**src/rtl/wptr_ctrl.sv**
```systemverilog
// Write-side pointer / full-flag controller for an asynchronous FIFO.
// Optional sticky overflow flag is built only when WPTR_CTRL_OVF_EN is defined.
module wptr_ctrl #(
  parameter int ADDR_WIDTH   = 4,
  parameter int AFULL_THRESH = (1 << ADDR_WIDTH) - 2
) (
  input  logic                  wclk,
  input  logic                  w_rst,
  input  logic                  winc,
  input  logic [ADDR_WIDTH:0]   rptr,
  output logic                  wen,
  output logic [ADDR_WIDTH-1:0] waddr,
  output logic [ADDR_WIDTH:0]   wptr,
  output logic                  full,
  output logic                  almost_full,
  output logic [ADDR_WIDTH:0]   wcount,
  output logic                  overflow
);

  localparam int PW = ADDR_WIDTH + 1;
  localparam logic [ADDR_WIDTH:0] AFULL_LVL = PW'(AFULL_THRESH);

  logic [ADDR_WIDTH:0] wbin_q, wbin_d;
  logic [ADDR_WIDTH:0] wgray_q, wgray_d;
  logic                full_q, full_d;
  logic [ADDR_WIDTH:0] rq1_q, rq2_q;
  logic [ADDR_WIDTH:0] rq2_bin;
  logic [ADDR_WIDTH:0] full_tgt;
  logic                accept;

  // Gray-to-binary: each binary bit is the XOR of all Gray bits at or above it.
  for (genvar gi = 0; gi <= ADDR_WIDTH; gi++) begin : g_gray2bin
    assign rq2_bin[gi] = ^(rq2_q >> gi);
  end

  always_comb begin
    accept   = winc & ~full_q;
    wbin_d   = wbin_q + {{ADDR_WIDTH{1'b0}}, accept};
    wgray_d  = wbin_d ^ (wbin_d >> 1);
    // Full when the write pointer is one lap ahead: top two Gray bits inverted.
    full_tgt = {~rq2_q[ADDR_WIDTH:ADDR_WIDTH-1], rq2_q[ADDR_WIDTH-2:0]};
    full_d   = (wgray_d == full_tgt);
  end

  always_ff @(posedge wclk) begin
    if (w_rst) begin
      wbin_q  <= '0;
      wgray_q <= '0;
      full_q  <= 1'b0;
      rq1_q   <= '0;
      rq2_q   <= '0;
    end else begin
      wbin_q  <= wbin_d;
      wgray_q <= wgray_d;
      full_q  <= full_d;
      rq1_q   <= rptr;
      rq2_q   <= rq1_q;
    end
  end

`ifdef WPTR_CTRL_OVF_EN
  logic ovf_q, ovf_d;

  always_comb begin
    ovf_d = ovf_q | (winc & full_q);
  end

  always_ff @(posedge wclk) begin
    if (w_rst) begin
      ovf_q <= 1'b0;
    end else begin
      ovf_q <= ovf_d;
    end
  end

  assign overflow = ovf_q;
`else
  assign overflow = 1'b0;
`endif

  assign wen         = accept;
  assign waddr       = wbin_q[ADDR_WIDTH-1:0];
  assign wptr        = wgray_q;
  assign full        = full_q;
  assign wcount      = wbin_q - rq2_bin;
  assign almost_full = (wcount >= AFULL_LVL);

endmodule

```
**config.mk**
```make
export PLATFORM = sky130hd
export DESIGN_NAME = wptr_ctrl
export DESIGN_NICKNAME = d
export VERILOG_FILES = /design/src/rtl/wptr_ctrl.sv
export SDC_FILE = /design/constraint.sdc
export NUM_CORES = 1
export LEC_CHECK = 0
export ABC_AREA = 1
export BUFFER_PORTS_ARGS = -buffer_cell sky130_fd_sc_hd__buf_4
export CAP_MARGIN = 30
export CELL_PAD_IN_SITES_DETAIL_PLACEMENT = 1
export CELL_PAD_IN_SITES_GLOBAL_PLACEMENT = 2
export CORE_MARGIN = 8
export CORE_UTILIZATION = 29
export CTS_CLUSTER_DIAMETER = 80
export DETAILED_ROUTE_END_ITERATION = 7
export PLACE_DENSITY_LB_ADDON = 0.3
export SYNTH_ARGS = -nofsm -noshare
export SYNTH_HDL_FRONTEND = slang
export SYNTH_SLANG_ARGS = --single-unit
```
**constraint.sdc**
```tcl
create_clock -name wclk -period 2.7 [get_ports wclk]
set_input_delay 0.27 -clock wclk [delete_from_list [all_inputs] [get_ports wclk]]
set_output_delay 0.27 -clock wclk [all_outputs]
set_load 0.02 [all_outputs]
```
==> After elaboration in Yosys (flattened, before gate mapping) <==
Index checks and enable logic that the tools add are counted.
{ "op_classes": {"addsub": 2, "n_mul": 0, "div_mod_pow": 0, "n_lt_le_gt_ge": 1, "n_eq_ne": 1, "shift": 0, "n_mux": 0, "bitwise_logic": 4, "reduce_logical": 5} }
{ "ops": {"columns": ["cell", "n"], "rows": [
  ["$reduce_xor A5 Y1", 5],
  ["$add A5 B1 Y5", 1],
  ["$eq A5 B5 Y1", 1],
  ["$ge A5 B4 Y1 const B", 1],
  ["$sub A5 B5 Y5", 1],
  ["$xor A5 B4 Y5", 1],
  ["$not A2 Y2", 1],
  ["$and A1 B1 Y1", 1],
  ["$not A1 Y1", 1]
]} }
{ "word_totals": {"register_bits": 21, "latch_bits": 0, "ramBits": 0, "rom_bits": 0, "in_bits": 8, "output_inout_bits": 18, "wordCells": 18, "n_memories": 0} }

==> Logic depth before layout (Yosys ltp) <==
{ "depth": {"ltp_word": 5, "depth_mapped": 13, "mapped_depth_nobuf": 13} }

==> Worst setup path before layout <==
No wires, ideal clock.
{ "synth_path": {"kind": "register to output", "start": "register rq2_q[4]", "end": "output port almost_full", "t_arrival_ns": 2.346, "required_time_ns": 2.430, "path_slack_ns": 0.084, "path_stages_with_launch": 10, "path_buffers": 0, "path_cell_list": "dfxtp_1 > xnor2_2 > xnor2_2 > xor2_1 > ha_1 > fa_1 > xnor2_1 > nand2_1 > nor2_1 > or2_1"} }
{ "synth_between": {"elab_chain_cells": 3, "word_cells_on_any_way": 7, "classes_between": "add/sub: 1; order compare: 1; reduce/logical: 5"} }
{ "synth_rtl": {"columns": ["item", "line", "text"], "rows": [
  ["from (decl)", "26", "logic [ADDR_WIDTH:0] rq1_q, rq2_q;"],
  ["from (signal assigned)", "57", "rq2_q <= rq1_q;"],
  ["$reduce_xor A5 Y1", "33", "assign rq2_bin[gi] = ^(rq2_q >> gi);"],
  ["$sub A5 B5 Y5 *", "85", "assign wcount = wbin_q - rq2_bin;"],
  ["named net wcount[2]", "16", "output logic [ADDR_WIDTH:0] wcount,"],
  ["$ge A5 B4 Y1 *", "86", "assign almost_full = (wcount >= AFULL_LVL);"],
  ["to (decl)", "15", "output logic almost_full,"]
]} }
The timed path passes the listed nets; every way through them passes the cells marked *.

==> Final worst setup path <==
{ "layout_path": {"start": "register rq2_q[4]", "end": "output port almost_full"} }
{ "layout_between": {"elab_chain_cells": 3, "word_cells_on_any_way": 7, "classes_between": "add/sub: 1; order compare: 1; reduce/logical: 5"} }
{ "layout_rtl": {"columns": ["item", "line"], "rows": [
  ["$reduce_xor A5 Y1", "33"],
  ["$sub A5 B5 Y5 *", "85"],
  ["$ge A5 B4 Y1 *", "86"]
]} }
Every way passes the cells marked *; elsewhere a longest branch is shown, timed or not.

==> metrics.cfg <==
[status]
outcome=complete, no violations

[setup_path]
startpoint_type=flop
endpoint_kind=output pin
r2r_end=full$_SDFF_PP0_
slowest_stage=fa_2
arrival_ns=2.38
crit_chain=xnor2_2 > xnor2_2 > xor2_1 > ha_2 > fa_2 > o31ai_2 > xnor2_1 > or2_1 > buf_6
critPathMaxFanout=3
crit_end=almost_full
cp.required_ns=2.43
r2r_cells=12
cp_slowest_stage_delay_ns=0.38
reg2reg_from=full$_SDFF_PP0_
rrSetupSlack_ns=0.68
path_class=flop to output pin
startpoint=rq2_q[4]$_SDFF_PP0_
crit_path_frequent_cell=xnor2_2

[sta]
layout_min_cycle_time_ns=2.65
tns_ns=0
fmax_mhz=377
rsz0062_at_grt=yes
period_share_pct=98.2
hold_viol=0
finalSetupViolations=0
drv_slew=0
finalClockSkew_ns=0.00128

[grt]
grt_pass1_wl_um=4450
antenna_found_initial=0
grt_pass1_vias=978
track_usage_pct=9.03
gr-total-overflow=0
grt_max_degree=21

[floorplanning]
fp.dieArea_mm2=0.00602
std_cell_rows=22
fp.dieW_um=77.6
core_area_mm2=0.00366
dieHeight_um=77.6
start_util_pct=30.0
pin_count=26

[yosys]
yosysUniqueCellTypes=23
yosys_warnings=0
synth-async-reset-ratio_pct=0
synth-edff-count=0
syn_inst=150
syn_avg_cell_area_um2=7.33
ys_ff_latch=20
synth_ff_type=dfxtp_1
syn_nets=165
ys_seq_area_share_pct=36.4
synthesis.area_mm2=0.00110

[layout]
multi_input_area_um2=601
layout-drive-gt1-share_pct=27.5
finish.instance_area_mm2=0.00144
fin_nets=195
diodes=0
nFillCells=451
stdcell_count=226
syn_to_final_growth_pct=30.5
register_area_um2=403

[pwr]
powerDensity_mw_per_mm2=563
p_leak_nw=0.727
ir_drop_mv=0.271
p_total_uw=808

[route]
wl_um=2650
first_pass_iters=4
via_per_inst=4.27
vias=965
route.detailed.drc=0
drt_iter0_drc=27
drtAntennaViolNets=0
routedWlPerCell_um=11.7

[clock_network]
cts_max_path_buffers=2
cts_inserted_buffers=3
clock_sinks=20
h-tree-depth=1
clk_pin_slew_ns=0.07
cts_tree=yes
postCtsHoldBufs=0
clk_latency_ns=0.25
clock-root-buffer=clkbuf_8

[min_path]
worstHoldStart=rptr[1]
hold_path.class=primary input to flop

[placement]
placed_area_mm2=0.00133
placed_cells=219
gp_congestion=0.767
dp_hpwl_um=2140
port_buffers=24

[run]
max_cap_viol_count=0

## through the flow
stage                     hold WS, ns  worst slack (ns)  util [%]
final                           0.216            0.0475      39.2
after global routing            0.215           -0.0488      39.2
after CTS                       0.212            0.0240      37.9
after detailed placement        0.397            0.0643      36.2
after global placement          0.394             0.150      36.2
after floorplan                 0.377            0.0838         -
## sequential cells by signal, indices dropped and copies added, names as in the netlist
name,cells
wbin_q,5
rq2_q,5
rq1_q,5
wptr,4
full,1
## power by group
part           switching, mW  internal, mW  total, mW
combinational          0.163         0.138      0.301
clock                 0.0882        0.0991      0.187
sequential            0.0101         0.310      0.320
## worst max-delay path: cells and delay by family, from the launching register on
family          cells  cell delay (ns)
compound gates      1             0.21
xor+xnor            4             0.63
fa+ha+maj           2             0.59
buf+inv             1             0.13
flops               1             0.34
simple gates        1             0.24
## synthesized netlist by cell type, types with 3 or more instances
cell	instances	share of area, %
ha_1	6	6.8
a21oi_1	5	2.3
xor2_1	5	4.0
dfxtp_1	20	36
nand2_2	5	2.8
inv_1	30	10
nand3_1	11	5.0
nand2_1	27	9.2
xnor2_1	3	2.4
nor2_1	21	7.2
## worst min path at each step
stage                     depth (start not counted)             endpoint  slack (ns)
after detailed placement                          2  rq2_q[1]$_SDFF_PP0_        0.40
after CTS                                         3  rq1_q[3]$_SDFF_PP0_        0.21
after floorplan                                   2  rq1_q[0]$_SDFF_PP0_        0.38
after global placement                            2  rq2_q[0]$_SDFF_PP0_        0.39
final                                             3  rq1_q[1]$_SDFF_PP0_        0.22
after global routing                              3  rq1_q[4]$_SDFF_PP0_        0.21
## cell families (layout without fill, tap and decap cells)
kind of cell	count (synthesis)	in the layout	share of synthesized area, %
AO/OA/AOI/OAI	7	7	3.87
other	1	1	0.341
buffers and inverters	34	62	11.9
flip-flops	20	20	36.4
XOR/XNOR	10	10	9.33
AND/OR/NAND/NOR	71	71	29.5
adder cells (fa/ha/maj)	7	7	8.65
## repair_timing
| item | 4_1_cts | 5_1_grt |
|---|---|---|
| hold endpoints to repair | 0 | 0 |
| pin swaps | 3 | 7 |
| gates resized for setup | 4 | 5 |
| buffers inserted | 1 | 3 |
| setup endpoints to repair | 2 | 1 |
## metal layers
| layer | global-route usage (%) | wire length, µm | vias to the layer above |
|---|---|---|---|
| li1 | - | - | 505 |
| met1 | 10.2 | 1150 | 437 |
| met2 | 15.7 | 1340 | 18 |
| met3 | 2.53 | 122 | 5 |
| met4 | 3.40 | 38 | 0 |
| met5 | 0 | 0 | - |
## final cells by class
class | instances | area share, %
Multi-Input combinational cell | 96 | 41.8
Sequential cell | 20 | 28.1
Timing Repair Buffer | 28 | 14.9
Inverter | 31 | 8.11
Tap cell | 48 | 4.18
Clock buffer | 3 | 2.88
## cells in the final DEF (no fill, tap or decap), drive strengths merged, types with 2 or more instances in the layout
cell,synthesis,layout
xor2,5,5
nor2,21,21
nand4,2,2
buf,1,28
a21oi,5,5
inv,30,30
dfxtp,20,20
xnor2,5,5
nand2,33,33
clkbuf,2,3
nand3,13,13
ha,6,6
Power figures use the tool's default switching activity.
